$ cat config.mk
export PLATFORM = sky130hd
export DESIGN_NAME = eeprom_user_arbiter_flat
export DESIGN_NICKNAME = d
export VERILOG_FILES = /design/src/rtl/eeprom_pkg.sv /design/src/rtl/eeprom_user_arbiter_if.sv /design/src/rtl/rr_arb2.sv /design/src/rtl/eeprom_user_arbiter.sv /design/src/flat_wrapper.sv
export SDC_FILE = /design/constraint.sdc
export NUM_CORES = 1
export LEC_CHECK = 0
export BUFFER_PORTS_ARGS = -buffer_cell sky130_fd_sc_hd__buf_4
export CORE_MARGIN = 4
export CORE_UTILIZATION = 45
export DETAILED_ROUTE_END_ITERATION = 7
export HOLD_SLACK_MARGIN = 0.06
export PLACE_DENSITY = 0.77
export SLEW_MARGIN = 25
export SYNTH_ARGS = -nofsm -noshare
export SYNTH_HDL_FRONTEND = slang
export SYNTH_SLANG_ARGS = --single-unit
$ cat constraint.sdc
create_clock -name i_clk -period 2.2 [get_ports i_clk]
set_input_delay 0.11 -clock i_clk [delete_from_list [all_inputs] [get_ports i_clk]]
set_output_delay 0.11 -clock i_clk [all_outputs]
set_load 0.02 [all_outputs]
$ cat src/rtl/eeprom_pkg.sv
// eeprom_pkg: operation codes, arbiter states and device code shared with the EEPROM controller
package eeprom_pkg;
  localparam logic [1:0] P_W = 2'd1;
  localparam logic [1:0] P_R = 2'd2;
  localparam logic [3:0] DEV_CODE = 4'b1010;
  typedef enum logic [2:0] {S_IDLE, S_ISSUE, S_WSTREAM, S_WAIT_DONE, S_RELEASE} state_t;
  function automatic logic op_ok(input logic [1:0] t, input logic [7:0] n);
    return (t == P_W || t == P_R) && n != 8'd0;
  endfunction
endpackage

$ cat src/rtl/eeprom_user_arbiter_if.sv
// eeprom_user_arbiter_if: operation, write-stream and read-stream bus between arbiter and controller
interface eeprom_user_arbiter_if;
  logic [2:0] eeprom_addr;
  logic [15:0] op_addr;
  logic [1:0] op_type;
  logic [7:0] op_len;
  logic op_valid;
  logic ctrl_ready;
  logic [7:0] wdata;
  logic wvalid;
  logic wsop;
  logic weop;
  logic [7:0] rdata;
  logic rvalid;
  modport master (
    output eeprom_addr, op_addr, op_type, op_len, op_valid, wdata, wvalid, wsop, weop,
    input ctrl_ready, rdata, rvalid
  );
  modport slave (
    input eeprom_addr, op_addr, op_type, op_len, op_valid, wdata, wvalid, wsop, weop,
    output ctrl_ready, rdata, rvalid
  );
endinterface

$ cat src/rtl/rr_arb2.sv
// rr_arb2: two-input round-robin selector remembering the last served requester
module rr_arb2 (
  input  logic       i_clk,
  input  logic       i_rst_n,
  input  logic [1:0] i_req,
  input  logic       i_update,
  input  logic       i_served_id,
  output logic       o_sel
);
  logic last_q;
  always_ff @(posedge i_clk or negedge i_rst_n)
    if (!i_rst_n) last_q <= 1'b1;
    else if (i_update) last_q <= i_served_id;
  assign o_sel = &i_req ? ~last_q : i_req[1];
endmodule

$ cat src/rtl/eeprom_user_arbiter.sv
// eeprom_user_arbiter: round-robin owner of the EEPROM controller for whole transactions of two requesters
module eeprom_user_arbiter
  import eeprom_pkg::*;
#(
  parameter logic [23:0] P_TIMEOUT_CYC = 24'd2_000_000
) (
  input  logic        i_clk,
  input  logic        i_rst_n,
  input  logic [2:0]  i_req0_eeprom_addr,
  input  logic [15:0] i_req0_addr,
  input  logic [1:0]  i_req0_type,
  input  logic [7:0]  i_req0_len,
  input  logic        i_req0_valid,
  output logic        o_req0_ready,
  input  logic [7:0]  i_req0_wdata,
  input  logic        i_req0_wvalid,
  input  logic        i_req0_wsop,
  input  logic        i_req0_weop,
  output logic [7:0]  o_req0_rdata,
  output logic        o_req0_rvalid,
  output logic        o_req0_err,
  input  logic [2:0]  i_req1_eeprom_addr,
  input  logic [15:0] i_req1_addr,
  input  logic [1:0]  i_req1_type,
  input  logic [7:0]  i_req1_len,
  input  logic        i_req1_valid,
  output logic        o_req1_ready,
  input  logic [7:0]  i_req1_wdata,
  input  logic        i_req1_wvalid,
  input  logic        i_req1_wsop,
  input  logic        i_req1_weop,
  output logic [7:0]  o_req1_rdata,
  output logic        o_req1_rvalid,
  output logic        o_req1_err,
  eeprom_user_arbiter_if.master bus,
  output logic [1:0]  o_grant,
  output logic        o_timeout
);
  state_t state_q, state_d;
  logic owner_q, owner_d;
  logic [1:0] grant_q, grant_d;
  logic [2:0] eaddr_q, eaddr_d;
  logic [15:0] addr_q, addr_d;
  logic [1:0] type_q, type_d;
  logic [7:0] len_q, len_d;
  logic [7:0] rcnt_q, rcnt_d;
  logic op_valid_q, op_valid_d;
  logic rdy_q;
  logic [1:0] err_q, err_d;
  logic [1:0] rvalid_q, rvalid_d;
  logic [7:0] rdata_q;
  logic [23:0] wd_q, wd_d;
  logic sel, hs, upd, upd_id, rbeat, idle;
  logic [2:0] s_eaddr;
  logic [15:0] s_addr;
  logic [1:0] s_type;
  logic [7:0] s_len;
  rr_arb2 u_arb (
    .i_clk       (i_clk),
    .i_rst_n     (i_rst_n),
    .i_req       ({i_req1_valid, i_req0_valid}),
    .i_update    (upd),
    .i_served_id (upd_id),
    .o_sel       (sel)
  );
  assign idle = state_q == S_IDLE;
  assign o_req0_ready = i_rst_n & idle & bus.ctrl_ready & ~sel;
  assign o_req1_ready = i_rst_n & idle & bus.ctrl_ready & sel;
  assign hs = sel ? i_req1_valid & o_req1_ready : i_req0_valid & o_req0_ready;
  assign s_eaddr = sel ? i_req1_eeprom_addr : i_req0_eeprom_addr;
  assign s_addr = sel ? i_req1_addr : i_req0_addr;
  assign s_type = sel ? i_req1_type : i_req0_type;
  assign s_len = sel ? i_req1_len : i_req0_len;
  assign o_timeout = !idle && state_q != S_RELEASE && wd_q == P_TIMEOUT_CYC - 24'd1;
  assign bus.wvalid = state_q == S_WSTREAM && (owner_q ? i_req1_wvalid : i_req0_wvalid);
  assign bus.wsop = state_q == S_WSTREAM && (owner_q ? i_req1_wsop : i_req0_wsop);
  assign bus.weop = state_q == S_WSTREAM && (owner_q ? i_req1_weop : i_req0_weop);
  assign bus.wdata = state_q == S_WSTREAM ? (owner_q ? i_req1_wdata : i_req0_wdata) : 8'd0;
  assign rbeat = state_q == S_WAIT_DONE && type_q == P_R && bus.rvalid && rcnt_q != len_q;
  assign bus.eeprom_addr = eaddr_q;
  assign bus.op_addr = addr_q;
  assign bus.op_type = type_q;
  assign bus.op_len = len_q;
  assign bus.op_valid = op_valid_q;
  assign o_grant = grant_q;
  assign o_req0_err = err_q[0];
  assign o_req1_err = err_q[1];
  assign o_req0_rvalid = rvalid_q[0];
  assign o_req1_rvalid = rvalid_q[1];
  assign o_req0_rdata = rvalid_q[0] ? rdata_q : 8'd0;
  assign o_req1_rdata = rvalid_q[1] ? rdata_q : 8'd0;
  always_comb begin
    state_d = state_q;
    owner_d = owner_q;
    grant_d = grant_q;
    eaddr_d = eaddr_q;
    addr_d = addr_q;
    type_d = type_q;
    len_d = len_q;
    op_valid_d = op_valid_q;
    err_d = 2'b00;
    rvalid_d = rbeat ? (owner_q ? 2'b10 : 2'b01) : 2'b00;
    rcnt_d = rcnt_q + {7'd0, rbeat};
    wd_d = idle ? 24'd0 : wd_q + 24'd1;
    upd = 1'b0;
    upd_id = owner_q;
    case (state_q)
      S_IDLE: begin
        rcnt_d = 8'd0;
        if (hs) begin
          owner_d = sel;
          eaddr_d = s_eaddr;
          addr_d = s_addr;
          type_d = s_type;
          len_d = s_len;
          if (op_ok(s_type, s_len)) begin
            state_d = S_ISSUE;
            grant_d = sel ? 2'b10 : 2'b01;
            op_valid_d = 1'b1;
          end else begin
            err_d = sel ? 2'b10 : 2'b01;
            upd = 1'b1;
            upd_id = sel;
          end
        end
      end
      S_ISSUE:
        if (op_valid_q && bus.ctrl_ready) begin
          op_valid_d = 1'b0;
          state_d = type_q == P_W ? S_WSTREAM : S_WAIT_DONE;
        end
      S_WSTREAM: state_d = bus.wvalid && bus.weop ? S_WAIT_DONE : S_WSTREAM;
      S_WAIT_DONE:
        if (type_q == P_W ? (bus.ctrl_ready && !rdy_q) : (rcnt_q == len_q && bus.ctrl_ready))
          state_d = S_RELEASE;
      default: begin
        state_d = S_IDLE;
        upd = 1'b1;
      end
    endcase
    if (o_timeout) begin
      state_d = S_RELEASE;
      op_valid_d = 1'b0;
    end
    if (state_d == S_RELEASE) grant_d = 2'b00;
  end
  always_ff @(posedge i_clk or negedge i_rst_n)
    if (!i_rst_n) begin
      state_q <= S_IDLE;
      owner_q <= 1'b0;
      grant_q <= 2'b00;
      eaddr_q <= 3'd0;
      addr_q <= 16'd0;
      type_q <= 2'd0;
      len_q <= 8'd0;
      rcnt_q <= 8'd0;
      op_valid_q <= 1'b0;
      rdy_q <= 1'b0;
      err_q <= 2'b00;
      rvalid_q <= 2'b00;
      rdata_q <= 8'd0;
      wd_q <= 24'd0;
    end else begin
      state_q <= state_d;
      owner_q <= owner_d;
      grant_q <= grant_d;
      eaddr_q <= eaddr_d;
      addr_q <= addr_d;
      type_q <= type_d;
      len_q <= len_d;
      rcnt_q <= rcnt_d;
      op_valid_q <= op_valid_d;
      rdy_q <= bus.ctrl_ready;
      err_q <= err_d;
      rvalid_q <= rvalid_d;
      rdata_q <= rbeat ? bus.rdata : rdata_q;
      wd_q <= wd_d;
    end
endmodule

$ cat src/flat_wrapper.sv
// flat-port wrapper written by rule: the top's interface ports become plain ports
module eeprom_user_arbiter_flat import eeprom_pkg::*;
#(
  parameter logic [23:0] P_TIMEOUT_CYC = 24'd2_000_000
)
  (i_clk, i_rst_n, i_req0_eeprom_addr, i_req0_addr, i_req0_type, i_req0_len, i_req0_valid, o_req0_ready, i_req0_wdata, i_req0_wvalid, i_req0_wsop, i_req0_weop, o_req0_rdata, o_req0_rvalid, o_req0_err, i_req1_eeprom_addr, i_req1_addr, i_req1_type, i_req1_len, i_req1_valid, o_req1_ready, i_req1_wdata, i_req1_wvalid, i_req1_wsop, i_req1_weop, o_req1_rdata, o_req1_rvalid, o_req1_err, o_grant, o_timeout, bus_eeprom_addr, bus_op_addr, bus_op_type, bus_op_len, bus_op_valid, bus_wdata, bus_wvalid, bus_wsop, bus_weop, bus_ctrl_ready, bus_rdata, bus_rvalid);
  eeprom_user_arbiter_if bus_i ();
  input  logic i_clk;
  input  logic i_rst_n;
  input  logic [2:0] i_req0_eeprom_addr;
  input  logic [15:0] i_req0_addr;
  input  logic [1:0] i_req0_type;
  input  logic [7:0] i_req0_len;
  input  logic i_req0_valid;
  output logic o_req0_ready;
  input  logic [7:0] i_req0_wdata;
  input  logic i_req0_wvalid;
  input  logic i_req0_wsop;
  input  logic i_req0_weop;
  output logic [7:0] o_req0_rdata;
  output logic o_req0_rvalid;
  output logic o_req0_err;
  input  logic [2:0] i_req1_eeprom_addr;
  input  logic [15:0] i_req1_addr;
  input  logic [1:0] i_req1_type;
  input  logic [7:0] i_req1_len;
  input  logic i_req1_valid;
  output logic o_req1_ready;
  input  logic [7:0] i_req1_wdata;
  input  logic i_req1_wvalid;
  input  logic i_req1_wsop;
  input  logic i_req1_weop;
  output logic [7:0] o_req1_rdata;
  output logic o_req1_rvalid;
  output logic o_req1_err;
  output logic [1:0] o_grant;
  output logic o_timeout;
  output wire logic [$bits(bus_i.eeprom_addr)-1:0] bus_eeprom_addr;
  output wire logic [$bits(bus_i.op_addr)-1:0] bus_op_addr;
  output wire logic [$bits(bus_i.op_type)-1:0] bus_op_type;
  output wire logic [$bits(bus_i.op_len)-1:0] bus_op_len;
  output wire logic [$bits(bus_i.op_valid)-1:0] bus_op_valid;
  output wire logic [$bits(bus_i.wdata)-1:0] bus_wdata;
  output wire logic [$bits(bus_i.wvalid)-1:0] bus_wvalid;
  output wire logic [$bits(bus_i.wsop)-1:0] bus_wsop;
  output wire logic [$bits(bus_i.weop)-1:0] bus_weop;
  input wire logic [$bits(bus_i.ctrl_ready)-1:0] bus_ctrl_ready;
  input wire logic [$bits(bus_i.rdata)-1:0] bus_rdata;
  input wire logic [$bits(bus_i.rvalid)-1:0] bus_rvalid;
  assign bus_eeprom_addr = bus_i.eeprom_addr;
  assign bus_op_addr = bus_i.op_addr;
  assign bus_op_type = bus_i.op_type;
  assign bus_op_len = bus_i.op_len;
  assign bus_op_valid = bus_i.op_valid;
  assign bus_wdata = bus_i.wdata;
  assign bus_wvalid = bus_i.wvalid;
  assign bus_wsop = bus_i.wsop;
  assign bus_weop = bus_i.weop;
  assign bus_i.ctrl_ready = bus_ctrl_ready;
  assign bus_i.rdata = bus_rdata;
  assign bus_i.rvalid = bus_rvalid;
  eeprom_user_arbiter #(.P_TIMEOUT_CYC(P_TIMEOUT_CYC)) u_core (.i_clk(i_clk), .i_rst_n(i_rst_n), .i_req0_eeprom_addr(i_req0_eeprom_addr), .i_req0_addr(i_req0_addr), .i_req0_type(i_req0_type), .i_req0_len(i_req0_len), .i_req0_valid(i_req0_valid), .o_req0_ready(o_req0_ready), .i_req0_wdata(i_req0_wdata), .i_req0_wvalid(i_req0_wvalid), .i_req0_wsop(i_req0_wsop), .i_req0_weop(i_req0_weop), .o_req0_rdata(o_req0_rdata), .o_req0_rvalid(o_req0_rvalid), .o_req0_err(o_req0_err), .i_req1_eeprom_addr(i_req1_eeprom_addr), .i_req1_addr(i_req1_addr), .i_req1_type(i_req1_type), .i_req1_len(i_req1_len), .i_req1_valid(i_req1_valid), .o_req1_ready(o_req1_ready), .i_req1_wdata(i_req1_wdata), .i_req1_wvalid(i_req1_wvalid), .i_req1_wsop(i_req1_wsop), .i_req1_weop(i_req1_weop), .o_req1_rdata(o_req1_rdata), .o_req1_rvalid(o_req1_rvalid), .o_req1_err(o_req1_err), .bus(bus_i), .o_grant(o_grant), .o_timeout(o_timeout));
endmodule
==> results of run 1 <==
[path summary, 6_finish.rpt]
path                                                     from                                 end  slack [ps]
min in group asynchronous                             i_rst_n           u_core.err_q[0]$_DFF_PN0_         150
min                                           i_req0_addr[15]  u_core.bus.op_addr[15]$_DFFE_PN0P_          60
max reg2reg                        u_core.rcnt_q[3]$_DFF_PN0_          u_core.rcnt_q[6]$_DFF_PN0_         110
max in group asynchronous                             i_rst_n    u_core.bus.op_len[2]$_DFFE_PN0P_        1400
max                                 u_core.wd_q[14]$_DFF_PN0_                           o_timeout          70
min reg2reg                u_core.bus.op_addr[12]$_DFFE_PN0P_  u_core.bus.op_addr[12]$_DFFE_PN0P_         500
[critical path: cells and delay by family, from the launching register on]
kind / cells / cell delay [ps]
flip-flops: 1 / 470
AND/OR/NAND/NOR: 3 / 980
buffers and inverters: 2 / 230
[kinds of logic after synthesis]
kind of cell / Yosys count
XOR/XNOR: 35
multiplexers: 42
buffers and inverters: 28
AND/OR/NAND/NOR: 189
AO/OA/AOI/OAI: 53
flip-flops: 82
adder cells (fa/ha/maj): 3
[synth_stat cells (all sizes together) (4+ instances only)]
library cell | instances | area [µm²]
mux2 | 9 | 101
nand2 | 50 | 188
clkbuf | 11 | 41.3
or3 | 4 | 25.0
a31oi | 11 | 68.8
xnor2 | 15 | 131
xor2 | 20 | 175
nor3 | 11 | 65.1
a21oi | 5 | 25.0
nor4 | 8 | 56.3
and2 | 17 | 106
mux2i | 33 | 330
buf | 8 | 42.5
and3 | 4 | 26.3
o21ai | 23 | 115
nand3 | 14 | 75.1
nand4 | 5 | 46.3
nor2b | 7 | 43.8
nor2 | 57 | 214
inv | 9 | 33.8
dfrtp | 81 | 2030
[sequential cells by signal, summed over array words and instances (netlist names)]
register and count:
u_core.u_arb.last_q 1, u_core.rcnt_q 8, u_core.err_q 2, u_core.owner_q 1, u_core.bus.op_addr 16, u_core.rdata_q 8, u_core.bus.op_type 2, u_core.bus.op_valid 1
u_core.bus.op_len 8, u_core.bus.eeprom_addr 3, u_core.state_q 3, u_core.rdy_q 1, u_core.rvalid_q 2, u_core.wd_q 24, u_core.o_grant 2
[repair_timing]
action,in CTS,in global routing
setup endpoints to repair,1,14
setup buffers,2,4
gates cloned,0,0
endpoints found under the hold margin,111,0
pin swaps,0,10
hold buffers,47,0
gates resized for setup,2,15
[per-stage QoR]
step	worst slack, ps	hold slack, ps
2_1_floorplan	3.57	-186
3_3_place_gp	79.8	-32.8
3_5_place_dp	45.8	-29.7
4_1_cts	23.9	60.1
5_1_grt	-26.4	62.2
6_report	68.4	59.7
[report_power, final]
| part | internal, W | switching (W) |
|---|---|---|
| Combinational | 0.00130 | 0.00150 |
| Sequential | 0.00195 | 0.000331 |
| Clock | 0.000586 | 0.000542 |
| Total | 0.00383 | 0.00237 |
[routing by layer]
| layer | vias to the layer above | wire (µm) |
|---|---|---|
| li1 | 1923 | - |
| met1 | 1884 | 5010 |
| met2 | 147 | 6230 |
| met3 | 29 | 811 |
| met4 | 0 | 382 |
| met5 | - | 0 |
[area by class of cell]
| type | count | area (µm²) |
|---|---|---|
| Clock inverter | 4 | 50.0 |
| Timing Repair Buffer | 232 | 1880 |
| Clock buffer | 12 | 155 |
| Sequential cell | 82 | 2060 |
| Multi-Input combinational cell | 322 | 2140 |
| Inverter | 9 | 36.3 |
| Fill cell | 663 | 2740 |
| Tap cell | 111 | 139 |
==> summary.txt, run 1 <==
Final layout
  • Layout Nets: 753
  • Area growth syn-to-layout: 53.3%
  • Fraction of the core area covered by cells at the end of the flow: 70.2%
  • Count of placed standard cells in the final layout, fillers left out: 772
  • Post-route design area: 6460 µm²
  • Most frequent cells in the layout: buf_4, dfrtp_1, nor2_1
  • Most common cell after layout, fill and taps aside: buf_4
  • Share of layout cells above drive strength 1: 36.2%
  • # diodes: 0

STA
  • Clock skew after layout: 6.62 ps
  • Worst relative slew slack: 67.0%
  • Achievable frequency: 469 MHz
  • Sum Neg Setup Slack: 0 ps
  • Number of setup violations in the final report: 0
  • Transition time of the tightest slew-check pin: 490 ps
  • Final Max Slew Viols: 0
  • Crit share post-route: 96.9%
  • Minimum clock period after layout: 2130 ps
  • Fin. Hold Viols: 0

Detailed routing
  • Number of detailed-route iterations in the first pass: 4
  • Final wirelength: 12400 µm
  • DR WL/cell: 16.1 µm
  • ANT nets after route: 0
  • Detailed router's first-iteration violation count: 151
  • Number of DRC violations after detailed routing: 0
  • Vias per std cell: 5.16
  • Via total after detailed routing: 3983

Synthesis
  • Total of warnings raised by yosys: 0
  • Share of synthesized area spent on multiplexers: 10.2%
  • Async set-or-reset flop fraction in the synthesized netlist: 100%
  • Combinational family with the most area after synthesis: simple AND/OR/NAND/NOR gates
  • Synthesized area per cell: 9.75 µm²
  • Synthesized-area fraction occupied by xor and xnor cells: 7.28%
  • Sequential fraction of the synthesis area: 48.7%
  • Post-synthesis cell count: 432
  • Number of distinct library cell variants in the gate-level netlist after synthesis: 53
  • Seq cells post-synth: 82
  • Simple-gate share of the synthesized area: 22.2%
  • Mapped Area: 4210 µm²
  • Share of the synthesized area in compound gates (AO/OA/AOI/OAI): 7.81%
  • Number of nets produced by synthesis: 529
  • Post-synth EDFFs: 0
  • Main flop type after synthesis: dfrtp_1
  • Adder and majority cell fraction of the synthesized area: 0.891%

CTS
  • Clk Tree Root Cell: clkbuf_8
  • Clock-pin slew on the worst setup and hold paths: 80 ps
  • Clock tree from TritonCTS: built
  • Num Clock Sinks: 82
  • Clock latency of the later-clocked register in the worst-skew pair: 350 ps
  • Maximum number of buffers from clock root to sink: 2
  • Number of buffers created by CTS: 9
  • H-tree depth: 3

Floorplan
  • Chip height: 105 µm
  • Initial core utilization: 45.8%
  • DIE AREA: 11000 µm²
  • Boundary pin count: 160
  • FP Rows: 35
  • Placeable core region: 9200 µm²
  • Horizontal die dimension: 105 µm

Job
  • Max Cap Violations: 0

GRT
  • Initial antenna violation count: 0
  • Met1 Usage GRT: 27.2%
  • First-pass GRT wire length: 20500 µm
  • Global-route layer with the greatest usage: met2
  • Global routing usage on met3: 5.68%
  • Pin count of the biggest net entering global routing: 76
  • GR met2 Demand/Resource: 39.2%
  • Vias in the first global route: 4280
  • Overall overflow remaining after global route: 0
  • Total routing usage reported by global routing: 22.8%

Placement
  • Final RePlAce weighted congestion: 0.835
  • # placed instances: 703
  • Placement Cell Area: 5660 µm²
  • HPWL Detailed: 8870 µm
  • Count of port buffers added during placement: 159

Critical path
  • Data required time of the critical path: 2090 ps
  • Maximum fanout along the worst path: 5
  • Kind of end point of the critical path: output pin
  • Setup CP Type: flop to output pin
  • Cell with the largest stage delay on the worst path: or4_4
  • CP peak stage delay: 580 ps
  • Worst R2R Path Depth: 11
  • List of cells traversed by the critical path: nor4_1 > nand2_1 > or4_4 > inv_4 > buf_4
  • Startpoint kind of the worst setup timing path: flop
  • Data arrival time of the worst path: 2020 ps

Min path
  • Class of the tightest hold or removal check: input port to flop
  • Cell count of the worst hold path: 3

Power
  • Post-layout power: 0.00620 W
  • Power per unit of standard cell area: 960 nW/µm²
  • VDD IR max: 752 µV
  • Reported leakage power: 3.12 nW

Outcome
  • Result of the run: completed
Note: power is estimated with default switching activity, not from simulation.
==> run 2: changes to the inputs <==
--- a/config.mk
+++ b/config.mk
@@ -7,10 +7,10 @@
 export LEC_CHECK = 0
 export BUFFER_PORTS_ARGS = -buffer_cell sky130_fd_sc_hd__buf_4
 export CORE_MARGIN = 4
-export CORE_UTILIZATION = 45
+export CORE_UTILIZATION = 49
 export DETAILED_ROUTE_END_ITERATION = 7
 export HOLD_SLACK_MARGIN = 0.06
-export PLACE_DENSITY = 0.77
+export PLACE_DENSITY = 0.8
 export SLEW_MARGIN = 25
 export SYNTH_ARGS = -nofsm -noshare
 export SYNTH_HDL_FRONTEND = slang
==> constraint.sdc (replaced) <==
create_clock -name i_clk -period 2.3 [get_ports i_clk]
set_input_delay 0.115 -clock i_clk [delete_from_list [all_inputs] [get_ports i_clk]]
set_output_delay 0.115 -clock i_clk [all_outputs]
set_load 0.02 [all_outputs]
==> run 2 against run 1 <==
Via count rose by 4.1%. Utilization rose by 6.7 points. Sequential power fell by 3%. Non-clock buffer count fell by 8. Critical path depth rose by 1. Die area fell by 7.6%. Cell count fell by 1.8%. Final area fell by 1.2%. Combinational power fell by 4%. Clock-buffer cell count did not move. Largest power group unchanged.
==> summary.txt, run 2 (synthesis gave the netlist of run 1 again) <==
Outcome
  • Result of the run: completed

Power
  • Internal power consumption: 0.00385 W
  • Power spent charging and discharging nets: 0.00235 W
  • Power per unit of standard cell area: 972 nW/µm²
  • Switching fraction of total power: 37.9%
  • Part of the power in registers: 35.6%
  • Logic pwr share: 43.1%
  • Reported leakage power: 3.10 nW
  • VDD IR max: 657 µV
  • Clock network fraction of design power: 21.3%

Floorplan
  • Initial core utilization: 50.8%
  • Boundary pin count: 160
  • Placeable core region: 8300 µm²
  • FP Rows: 33
  • Chip height: 101 µm
  • Horizontal die dimension: 101 µm
  • DIE AREA: 10100 µm²

CTS
  • Maximum number of buffers from clock root to sink: 2
  • H-tree depth: 3
  • Clock latency of the later-clocked register in the worst-skew pair: 360 ps
  • Number of buffers created by CTS: 9
  • Clk Tree Root Cell: clkbuf_8
  • Num Clock Sinks: 82
  • Clock tree from TritonCTS: built
  • Clock-pin slew on the worst setup and hold paths: 90 ps

Final layout
  • Post-route design area: 6380 µm²
  • # diodes: 0
  • Most common cell after layout, fill and taps aside: buf_4
  • Area growth syn-to-layout: 51.6%
  • Most frequent cells in the layout: buf_4, dfrtp_1, nor2_1
  • Number of flip-flops under the largest register name: 24
  • # fillers: 493
  • Layout Nets: 745
  • Largest reg by FF count: u_core.wd_q
  • Share of layout cells above drive strength 1: 33.7%
  • Fraction of the core area covered by cells at the end of the flow: 76.9%

Placement
  • Final RePlAce weighted congestion: 0.875
  • Placement Cell Area: 5580 µm²
  • Count of port buffers added during placement: 159
  • HPWL Detailed: 8880 µm

Job
  • Max Cap Violations: 0

Min path
  • Class of the tightest hold or removal check: input port to flop

STA
  • Crit share post-route: 96.1%
  • Sum Neg Setup Slack: 0 ps
  • Minimum clock period after layout: 2210 ps
  • Worst relative slew slack: 43.1%
  • Fin. Hold Viols: 0
  • Number of setup violations in the final report: 0
  • Achievable frequency: 453 MHz
  • Final Max Slew Viols: 0
  • Clock skew after layout: 9.91 ps
  • Transition time of the tightest slew-check pin: 853 ps

Detailed routing
  • Number of DRC violations after detailed routing: 0
  • ANT nets after route: 0
  • Final wirelength: 13300 µm
  • Routed metal-1 wire length: 4790 µm
  • Via total after detailed routing: 4145
  • Total met3 wirelength after detailed routing: 1110 µm
  • Number of detailed-route iterations in the first pass: 5
  • DR WL/cell: 17.5 µm
  • Vias per std cell: 5.47
  • Detailed router's first-iteration violation count: 187
  • Top metal layer carrying routed signals: met4
  • Met2 Wirelength: 6900 µm

Critical path
  • Kind of end point of the critical path: output pin
  • Startpoint kind of the worst setup timing path: flop
  • Data required time of the critical path: 2180 ps
  • Setup CP Type: flop to output pin
  • Data arrival time of the worst path: 2090 ps
  • Maximum fanout along the worst path: 4

GRT
  • Initial antenna violation count: 0
  • Overall overflow remaining after global route: 0
  • Total routing usage reported by global routing: 27.2%
  • First-pass GRT wire length: 21800 µm
  • Vias in the first global route: 4552
  • Pin count of the biggest net entering global routing: 71
[run 2: cell count changes in the layout (fill, tap and decap cells not counted), sizes merged]
cell	change
buf	-9
dlygate4sd3	+1
clkinv	-1
bufinv	+2
clkinvlp	-1
[run 2: final timing paths]
check | start | end | slack [ps] | cells after the start
max reg2reg | u_core.u_arb.last_q$_DFFE_PN1P_ | u_core.bus.op_addr[7]$_DFFE_PN0P_ | 100 | 5
max | u_core.wd_q[0]$_DFF_PN0_ | o_timeout | 90 | 6
min in group asynchronous | i_rst_n | u_core.bus.op_type[1]$_DFFE_PN0P_ | 200 | 2
min reg2reg | u_core.bus.op_addr[1]$_DFFE_PN0P_ | u_core.bus.op_addr[1]$_DFFE_PN0P_ | 500 | 2
min | i_req0_addr[0] | u_core.bus.op_addr[0]$_DFFE_PN0P_ | 60 | 3
max in group asynchronous | i_rst_n | u_core.bus.op_len[0]$_DFFE_PN0P_ | 960 | 3
[run 2: timing repair]
item | CTS | global route
gates resized for setup | 0 | 10
endpoints found under the setup margin | 0 | 4
hold buffers | 48 | 0
setup buffers | 0 | 2
endpoints found under the hold margin | 41 | 0
[run 2: through the flow]
step | instances | worst slack, ps | total power, W | hold slack (ps)
2_1_floorplan | 432 | 20.2 | 0.00348 | -181
3_3_place_gp | 692 | 138 | 0.00448 | -24.1
3_5_place_dp | 692 | 63.5 | 0.00459 | -20.8
4_1_cts | 756 | 9.01 | 0.00608 | 60.8
5_1_grt | 758 | -4.93 | 0.00653 | 76.1
6_report | 758 | 90.2 | 0.00621 | 63.3
[run 2: worst max-delay path, stage by stage, from the launching register on]
cell and delay [ps]:
dfrtp_1 430, ha_4 170, and3_2 220, nand2b_1 110, or4_4 560, inv_2 100, buf_4 150
[run 2: cell type report]
cell class / count / area [µm²] / share of cell area [%]
clock buffer: 12 / 155 / 2.43
clock inverter: 4 / 97.6 / 1.53
inverter: 9 / 33.8 / 0.529
multi-input combinational: 322 / 2100 / 32.9
sequential: 82 / 2060 / 32.3
tap: 105 / 131 / 2.06
timing repair buffer: 224 / 1810 / 28.3
[run 2: power groups by stage]
stage / combinational, W / sequential, W / clock, W
after detailed placement: 0.00238 / 0.00220 / 0
after floorplan: 0.000994 / 0.00249 / 0
after global placement: 0.00232 / 0.00216 / 0
after CTS: 0.00258 / 0.00218 / 0.00132
final: 0.00268 / 0.00221 / 0.00132
after global routing: 0.00288 / 0.00227 / 0.00139
[run 2: metal layers]
metal	up-vias	global-route usage, %
li1	1908	-
met1	2001	30.5
met2	192	46.7
met3	44	9.13
met4	0	12.3
met5	-	0
==> run 3: changes to the inputs <==
--- a/config.mk
+++ b/config.mk
@@ -6,11 +6,13 @@
 export NUM_CORES = 1
 export LEC_CHECK = 0
 export BUFFER_PORTS_ARGS = -buffer_cell sky130_fd_sc_hd__buf_4
+export CELL_PAD_IN_SITES_DETAIL_PLACEMENT = 1
+export CELL_PAD_IN_SITES_GLOBAL_PLACEMENT = 1
 export CORE_MARGIN = 4
-export CORE_UTILIZATION = 49
+export CORE_UTILIZATION = 36
 export DETAILED_ROUTE_END_ITERATION = 7
 export HOLD_SLACK_MARGIN = 0.06
-export PLACE_DENSITY = 0.8
+export PLACE_DENSITY_LB_ADDON = 0.1
 export SLEW_MARGIN = 25
 export SYNTH_ARGS = -nofsm -noshare
 export SYNTH_HDL_FRONTEND = slang
==> run 3 against run 2 <==
Critical path depth grew 5. Combinational power shrank 5%. Worst hold slack gained 6.2 ps. Global-route usage shrank 7.4 points. Utilization shrank 22 points. Die area grew 33%. First-iteration DRC count shrank 44%. Routed wire length shrank 4.4%. Sequential power shrank 2%. Clock-buffer cell count shrank 1. Final area shrank 2.6%. Register-to-register slack lost 20 ps.
==> summary.txt, run 3 (synthesis gave the netlist of run 1 again) <==
CTS
  • Clock tree from TritonCTS: built
  • Clock-pin slew on the worst setup and hold paths: 60 ps
  • Number of buffers created by CTS: 9
  • Num Clock Sinks: 82
  • Clk Tree Root Cell: clkbuf_16
  • H-tree depth: 3
  • Clock latency of the later-clocked register in the worst-skew pair: 340 ps
  • Maximum number of buffers from clock root to sink: 2

STA
  • Number of setup violations in the final report: 0
  • Crit share post-route: 96.5%
  • Worst relative slew slack: 47.7%
  • Final Max Slew Viols: 0
  • Clock skew after layout: 9.57 ps
  • Transition time of the tightest slew-check pin: 784 ps
  • Final setup slack of the worst path: 80.5 ps
  • Minimum clock period after layout: 2220 ps
  • Final Hold Slack: 69.4 ps
  • Fin. Hold Viols: 0
  • Achievable frequency: 451 MHz

Critical path
  • List of cells traversed by the critical path: xor2_1 > nor4_1 > nand2_1 > nand4_1 > inv_1 > ha_2 > ha_2 > and3_1 > nand3_1 > xor2_1 > nor2_1
  • Kind of end point of the critical path: flop
  • Setup CP Type: flop to flop
  • CP peak stage delay: 420 ps
  • Maximum fanout along the worst path: 3
  • R2R Path Start: u_core.bus.op_len[1]$_DFFE_PN0P_
  • Data arrival time of the worst path: 2430 ps
  • Crit. Startpoint: u_core.bus.op_len[1]$_DFFE_PN0P_
  • Cell with the largest stage delay on the worst path: dfrtp_2
  • Startpoint kind of the worst setup timing path: flop
  • Data required time of the critical path: 2520 ps

GRT
  • Total routing usage reported by global routing: 19.8%
  • First-pass GRT wire length: 21100 µm
  • Vias in the first global route: 4298
  • Overall overflow remaining after global route: 0
  • Initial antenna violation count: 0
  • Pin count of the biggest net entering global routing: 62

Final layout
  • Most common cell after layout, fill and taps aside: buf_4
  • # diodes: 0
  • Largest reg by FF count: u_core.wd_q
  • Most frequent cells in the layout: buf_4, dfrtp_1, nor2_1
  • Share of layout cells above drive strength 1: 34.8%
  • Layout Nets: 725
  • Post-route design area: 6220 µm²
  • Area growth syn-to-layout: 47.7%
  • Fraction of the core area covered by cells at the end of the flow: 54.5%
  • Number of flip-flops under the largest register name: 24
  • Count of placed standard cells in the final layout, fillers left out: 775

Detailed routing
  • Number of DRC violations after detailed routing: 0
  • Number of detailed-route iterations in the first pass: 4
  • Via total after detailed routing: 3847
  • DR WL/cell: 16.4 µm
  • Vias per std cell: 4.96
  • Detailed router's first-iteration violation count: 105
  • Final wirelength: 12700 µm
  • ANT nets after route: 0

Floorplan
  • Placeable core region: 11400 µm²
  • FP Rows: 39
  • Boundary pin count: 160
  • Horizontal die dimension: 116 µm
  • Chip height: 116 µm
  • Initial core utilization: 36.9%
  • DIE AREA: 13500 µm²

Power
  • Switching fraction of total power: 37.5%
  • Power per unit of standard cell area: 971 nW/µm²
  • Power spent charging and discharging nets: 0.00227 W
  • Logic pwr share: 42.0%
  • Clock network fraction of design power: 22.3%
  • VDD IR max: 560 µV
  • Internal power consumption: 0.00377 W
  • Reported leakage power: 3.03 nW
  • Part of the power in registers: 35.7%

Min path
  • Min-delay src: i_req1_addr[14]
  • Class of the tightest hold or removal check: input port to flop

Placement
  • Placement Cell Area: 5650 µm²
  • Placement-stage worst setup slack: -10.2 ps
  • HPWL Detailed: 9600 µm
  • # placed instances: 733
  • Final RePlAce weighted congestion: 0.749
  • Count of port buffers added during placement: 159

Outcome
  • Result of the run: completed

Job
  • Max Cap Violations: 0
[run 3: cell types whose count changed in the layout (fill, tap and decap cells not counted), sizes merged]
| cell | change |
|---|---|
| buf | +2 |
| bufinv | -3 |
| clkbuf | -1 |
| clkinv | +1 |
| clkinvlp | +2 |
| dlygate4sd3 | -22 |
[run 3: layer usage]
metal | global-route usage (%) | share of wire, % | vias up
met1 | 23.0 | 40 | 1863
met3 | 6.74 | 6.6 | 15
met5 | 0 | 0 | -
li1 | - | - | 1871
met4 | 5.34 | 1.4 | 0
met2 | 35.1 | 52 | 98
[run 3: area by class of cell]
cell class | instances | area [µm²]
Clock buffer | 11 | 253
Clock inverter | 4 | 27.5
Fill cell | 1314 | 5200
Inverter | 9 | 33.8
Multi-Input combinational cell | 322 | 2070
Sequential cell | 82 | 2060
Tap cell | 143 | 179
Timing Repair Buffer | 204 | 1600
[run 3: critical path, delay by kind of cell (launching register included)]
kind | cells | cell delay, ps
DFF | 1 | 420
xor gates and xnor gates | 2 | 320
and+or+nand+nor | 6 | 940
adders and majority gates | 2 | 370
buffers and inverters | 1 | 60
[run 3: metrics by stage]
step | total power, W | TNS, ps
3_3_place_gp | 0.00453 | 0
5_1_grt | 0.00645 | -2.28
6_report | 0.00604 | 0
2_1_floorplan | 0.00348 | 0
4_1_cts | 0.00610 | 0
3_5_place_dp | 0.00461 | -10.2
[run 3: worst paths after layout]
check                                                endpoint  slack (ps)  cells after the start
setup / recovery                   u_core.rcnt_q[6]$_DFF_PN0_          80                     11
hold / removal             u_core.bus.op_addr[14]$_DFFE_PN0P_          70                      3
setup reg to reg                   u_core.rcnt_q[6]$_DFF_PN0_          80                     11
hold reg to reg            u_core.bus.op_addr[13]$_DFFE_PN0P_         490                      2
max in group asynchronous    u_core.bus.op_len[2]$_DFFE_PN0P_         920                      3
min in group asynchronous           u_core.err_q[1]$_DFF_PN0_         240                      2
[run 3: repair_timing]
action,in CTS,in global routing
setup endpoints to repair,1,6
hold buffers,26,0
gates resized for setup,1,4
endpoints found under the hold margin,40,0
pin swaps,0,2
setup buffers,0,1
gates cloned,0,0
[run 3: power by group through the flow]
| stage | registers (W) | clock network, W | logic (W) |
|---|---|---|---|
| 3_5_place_dp | 0.00218 | 0 | 0.00243 |
| 5_1_grt | 0.00223 | 0.00145 | 0.00277 |
| 2_1_floorplan | 0.00249 | 0 | 0.000994 |
| 3_3_place_gp | 0.00215 | 0 | 0.00238 |
| 4_1_cts | 0.00216 | 0.00139 | 0.00255 |
| 6_report | 0.00216 | 0.00135 | 0.00254 |
